$ cat src/rtl/dct_mult_pkg.sv
// rtl/dct_mult_pkg.sv - shared types, defaults and saturation limits for the DCT Booth multiplier
package dct_mult_pkg;

   typedef enum logic [1:0] {
      S_IDLE = 2'd0,
      S_RUN  = 2'd1,
      S_FIN  = 2'd2
   } state_t;

   localparam int DEF_W    = 16;
   localparam int DEF_FRAC = 15;

   // Callers truncate to their own width; the low w bits hold the limit.
   function automatic logic [63:0] sat_max(input int w);
      return (64'd1 << (w - 1)) - 64'd1;
   endfunction

   function automatic logic [63:0] sat_min(input int w);
      return ~sat_max(w);
   endfunction

endpackage

$ cat src/rtl/booth_fixp_post.sv
// rtl/booth_fixp_post.sv - combinational round/slice/saturate of the 2W-bit Booth product
// Rounding (round half up) is enabled by defining BOOTH_ROUND_EN.
module booth_fixp_post
   import dct_mult_pkg::*;
#(
   parameter int W    = DEF_W,
   parameter int FRAC = W - 1,
   parameter int SAT  = 1
) (
   input  logic [2*W-1:0] P,
   output logic [W-1:0]   R,
   output logic           ovf
);

   localparam logic [W-1:0] LIM_MAX = W'(sat_max(W));
   localparam logic [W-1:0] LIM_MIN = W'(sat_min(W));

   logic signed [2*W-1:0] w_s;
   logic signed [2*W-1:0] w_shift;
   logic        [W-1:0]   w_slice;

`ifdef BOOTH_ROUND_EN
   if (FRAC == 0) begin : g_bad_frac
      $error("BOOTH_ROUND_EN requires FRAC >= 1");
   end
   assign w_s = P + ((2*W)'(1) << (FRAC - 1));
`else
   assign w_s = P;
`endif

   // The result fits iff the arithmetically shifted value equals the sign extension of its low W bits.
   assign w_shift = w_s >>> FRAC;
   assign w_slice = w_shift[W-1:0];
   assign ovf     = (w_shift != {{W{w_slice[W-1]}}, w_slice});

   always_comb begin
      R = w_slice;
      if ((SAT != 0) && ovf) begin
         R = w_s[2*W-1] ? LIM_MIN : LIM_MAX;
      end
   end

endmodule

$ cat src/rtl/booth_fixp_multiplier.sv
// rtl/booth_fixp_multiplier.sv - iterative radix-2 Booth signed fixed-point multiplier, start/done handshake
// Optional rounding in the post-processor is selected by defining BOOTH_ROUND_EN.
module booth_fixp_multiplier
   import dct_mult_pkg::*;
#(
   parameter int W    = DEF_W,
   parameter int FRAC = W - 1,
   parameter int SAT  = 1
) (
   input  logic         clk,
   input  logic         rst,
   input  logic         start,
   input  logic [W-1:0] A,
   input  logic [W-1:0] B,
   output logic [W-1:0] R,
   output logic         ovf,
   output logic         busy,
   output logic         done
);

   localparam int CW = $clog2(W + 1);

   state_t         r_state;
   logic [W-1:0]   r_m;
   logic [W-1:0]   r_q;
   logic [W:0]     r_acc;
   logic           r_qm1;
   logic [CW-1:0]  r_cnt;

   logic [W:0]     w_m_ext;
   logic [W:0]     w_acc_sum;
   logic [W-1:0]   w_r;
   logic           w_ovf;

   // One extra accumulator bit keeps ACC - M exact when M is the most negative value.
   assign w_m_ext = {r_m[W-1], r_m};

   always_comb begin
      case ({r_q[0], r_qm1})
         2'b01:   w_acc_sum = r_acc + w_m_ext;
         2'b10:   w_acc_sum = r_acc - w_m_ext;
         default: w_acc_sum = r_acc;
      endcase
   end

   booth_fixp_post #(
      .W    (W),
      .FRAC (FRAC),
      .SAT  (SAT)
   ) u_post (
      .P   ({r_acc[W-1:0], r_q}),
      .R   (w_r),
      .ovf (w_ovf)
   );

   always_ff @(posedge clk or negedge rst) begin
      if (!rst) begin
         r_state <= S_IDLE;
         r_m     <= '0;
         r_q     <= '0;
         r_acc   <= '0;
         r_qm1   <= 1'b0;
         r_cnt   <= '0;
         R       <= '0;
         ovf     <= 1'b0;
         busy    <= 1'b0;
         done    <= 1'b0;
      end else begin
         done <= 1'b0;
         case (r_state)
            S_IDLE: begin
               if (start) begin
                  r_m     <= A;
                  r_q     <= B;
                  r_acc   <= '0;
                  r_qm1   <= 1'b0;
                  r_cnt   <= CW'(W);
                  busy    <= 1'b1;
                  r_state <= S_RUN;
               end
            end
            S_RUN: begin
               r_acc <= {w_acc_sum[W], w_acc_sum[W:1]};
               r_q   <= {w_acc_sum[0], r_q[W-1:1]};
               r_qm1 <= r_q[0];
               r_cnt <= r_cnt - CW'(1);
               if (r_cnt == CW'(1)) begin
                  r_state <= S_FIN;
               end
            end
            S_FIN: begin
               R       <= w_r;
               ovf     <= w_ovf;
               done    <= 1'b1;
               busy    <= 1'b0;
               r_state <= S_IDLE;
            end
            default: r_state <= S_IDLE;
         endcase
      end
   end

endmodule

$ cat config.mk
export PLATFORM = sky130hd
export DESIGN_NAME = booth_fixp_multiplier
export DESIGN_NICKNAME = d
export VERILOG_FILES = /design/src/rtl/dct_mult_pkg.sv /design/src/rtl/booth_fixp_post.sv /design/src/rtl/booth_fixp_multiplier.sv
export SDC_FILE = /design/constraint.sdc
export NUM_CORES = 1
export LEC_CHECK = 0
export CORE_MARGIN = 2
export CORE_UTILIZATION = 35
export CTS_CLUSTER_DIAMETER = 50
export DETAILED_ROUTE_END_ITERATION = 7
export GPL_ROUTABILITY_DRIVEN = 0
export PLACE_DENSITY = 0.61
export SETUP_SLACK_MARGIN = 0.5
export SLEW_MARGIN = 20
export SYNTH_ARGS = -nofsm -noshare
export SYNTH_HDL_FRONTEND = slang
export SYNTH_SLANG_ARGS = --single-unit
$ cat constraint.sdc
create_clock -name clk -period 3.6 [get_ports clk]
set_input_delay 0.9 -clock clk [delete_from_list [all_inputs] [get_ports clk]]
set_output_delay 0.9 -clock clk [all_outputs]
set_load 0.005 [all_outputs]
==> summary.md <==
| Metric | Value |
|---|---|
| Hold_buf cts | `0` |
| Via Count | `3,521` |
| CP Max Fanout | `7` |
| Initial antenna violation count | `0` |
| Final worst setup slack | `0.671 ns` |
| TritonCTS buffer count | `9` |
| Achievable Freq | `341 MHz` |
| Final wirelength | `9.47 mm` |
| Clk_skew | `0.00887 ns` |
| DR WL met2 | `4.10 mm` |
| Final setup TNS | `0 ns` |
| Starting DRT DRC Count | `236` |
| WHS Path Cells | `2` |
| WP data required | `3.81 ns` |
| Die area | `0.0132 mm2` |
| Slew headroom | `44.2%` |
| Final ANT Viol Nets | `0` |
| Worst reg2reg path depth | `13` |
| Most common cell after layout, fill and taps aside | `nand2_1` |
| Most used cell, CP | `ha_1` |
| Post-layout nets | `601` |
| Tmin final | `2.93 ns` |
| Vias/cell | `5.07` |
| R2r setup slk | `0.67 ns` |
| RSZ-0062 raised after global routing | `no` |
| CP arrival | `3.14 ns` |
| CTS tree | `yes` |
| Placement Setup Slack | `0.639 ns` |
| Row count | `40` |
| Async SR Flop Fraction | `100%` |
| Final-report setup violation count | `0` |
| Share of cells above drive strength 1 | `7.48%` |
| Worst setup EP type | `flop` |
| Syn_area_per_cell | `8.64 um2` |
| Crit path largest cell delay | `0.43 ns` |
| N_diodes | `0` |
| Max-Cap Viols | `0` |
| DP Wirelength | `6.89 mm` |
| Hold Crit Class | `flop to flop` |
| Post-Syn Area | `0.00430 mm2` |
| Synthesis warning total | `0` |
| Die width | `115 um` |
| Largest net degree at the start of global routing | `38` |
| Sinks on Clock Net | `75` |
| Core footprint | `0.0120 mm2` |
| Sequential share of the synthesized area | `43.6%` |
| Grt ovf | `0` |
| Inst Count DP | `679` |
| Clk slew on worst S/H paths | `0.06 ns` |
| Wire length of the first global-routing pass | `16.3 mm` |
| CTS max path bufs | `2` |
| H-tree levels | `3` |
| Starting Density | `35.8%` |
| Number of fill cells in the layout | `1,197` |
| Met1 WL | `4.89 mm` |
| DR WL met3 | `401 um` |
| Worst path cell trace | `inv_1 -> ha_1 -> and4_1 -> a21oi_1 -> xnor2_1 -> ha_1 -> and3_1 -> nand3_1 -> o211ai_1 -> a31oi_1 -> o21ai_0 -> mux2i_1 -> nand2_1` |
| Synthesized flop and latch total | `75` |
| Mapped Cells | `498` |
| DR pass1 iterations | `4` |
| Worst path slowest cell | `dfrtp_1` |
| Crit Path Class | `flop to flop` |
| Syn Nets | `556` |
| Final period util | `81.4%` |
| Clock Latency Late Sink | `0.34 ns` |
| RR Endpoint | `r_acc[14]` |
| PortBufs | `53` |
| Die Height | `115 um` |
| Worst slew pin tran | `0.834 ns` |
| Worst Hold Path EP | `r_q[14]` |
| GRT Util Overall | `15.4%` |
| Synth unique cells | `52` |
| CTS root buffer | `clkbuf_16` |
| Drc violations | `0` |
| Startpoint types | `flop` |
| Final Util | `43.9%` |
| Most frequent cells in the layout | `nand2_1, dfrtp_1, nor2_1, a21oi_1, clkdlybuf4s50_1` |
| Number of global-route vias before repair | `3,448` |
| Top Metal Used | `met4` |
| Synth-to-Final Area Change | `22.7%` |
| Final hold vios | `0` |
| EDFF count, synth | `0` |
| Routed WL per cell | `13.6 um` |
| # IOs | `54` |
| Status | `finished clean` |
| Synth Flop Type | `dfrtp_1` |
| Final Max Slew Viols | `0` |
| Min-delay src | `r_q[14]` |
| Worst r2r src | `r_m[0]` |
| Final Non-Filler Cells | `695` |
[critical path, delay by kind of cell (launching register included)]
kind,cells,cell delay (ns)
AOI/OAI and AO/OA,4,0.61
muxes,1,0.23
and+or+nand+nor,4,0.69
buffers and inverters,1,0.09
xor gates and xnor gates,1,0.13
adders and majority gates,2,0.61
DFF,1,0.43
[synth_stat cells (all sizes together) (9+ instances only)]
master	count	area, um2
nand3	20	100
a22oi	15	113
xnor2	20	175
inv	14	52.6
a31oi	9	71.3
clkbuf	24	110
dfrtp	75	1880
nand2	88	330
nor2	54	203
a21oi	57	297
o21ai	30	150
ha	22	275
[layout make-up]
cell class | instances | area [um2] | share of cell area [%]
Multi-Input combinational cell | 382 | 2290 | 43.4
Inverter | 14 | 52.6 | 0.996
Timing Repair Buffer | 61 | 586 | 11.1
Tap cell | 147 | 184 | 3.49
Sequential cell | 75 | 1880 | 35.6
Clock inverter | 7 | 60.1 | 1.14
Clock buffer | 9 | 225 | 4.27
[kinds of logic (layout without fill, tap and decap cells)]
family	after synthesis	in the layout	synth area share (%)
xor gates and xnor gates	27	27	5.50
muxes	5	5	1.19
buffers and inverters	41	91	4.16
DFF	75	75	43.6
adders and majority gates	23	23	6.86
and+or+nand+nor	192	192	19.5
AOI/OAI and AO/OA	135	135	19.2
[per-layer routing]
metal | vias up | global-route usage (%)
met5 | - | 0
met4 | 0 | 6.27
met3 | 6 | 3.74
met2 | 74 | 22.6
met1 | 1620 | 21.7
li1 | 1821 | -
[per-stage QoR]
step / hold WS (ns) / area, um2
after CTS: 0.479 / 5240
after global placement: 0.457 / 4950
after detailed placement: 0.463 / 4950
after floorplan: 0.446 / 4300
after global routing: 0.499 / 5280
final: 0.476 / 5280
[state kept, by name (all words and copies together) (netlist names)]
register,cells
r_state,2
done,1
r_cnt,5
R,16
r_qm1,1
r_m,16
r_acc,16
busy,1
ovf,1
r_q,16
[worst max path at each step]
stage          startpoint         to  slack (ns)  depth (start not counted)
4_1_cts            r_q[0]  r_acc[15]        0.63                         13
5_1_grt            r_m[0]  r_acc[15]        0.51                         13
2_1_floorplan       r_qm1  r_acc[13]        0.62                         14
6_report           r_m[0]  r_acc[14]        0.67                         13
3_3_place_gp       r_q[0]  r_acc[15]        0.71                         13
3_5_place_dp       r_q[0]  r_acc[15]        0.64                         13
[repair_timing]
item,in CTS,in global routing
setup buffers,0,0
setup endpoints to repair,0,5
hold endpoints to repair,0,0
gates resized for setup,0,8
Power is left out: the tool's default activity adds up to more than one toggle a clock period on the data nets, which glitch-free logic cannot reach.
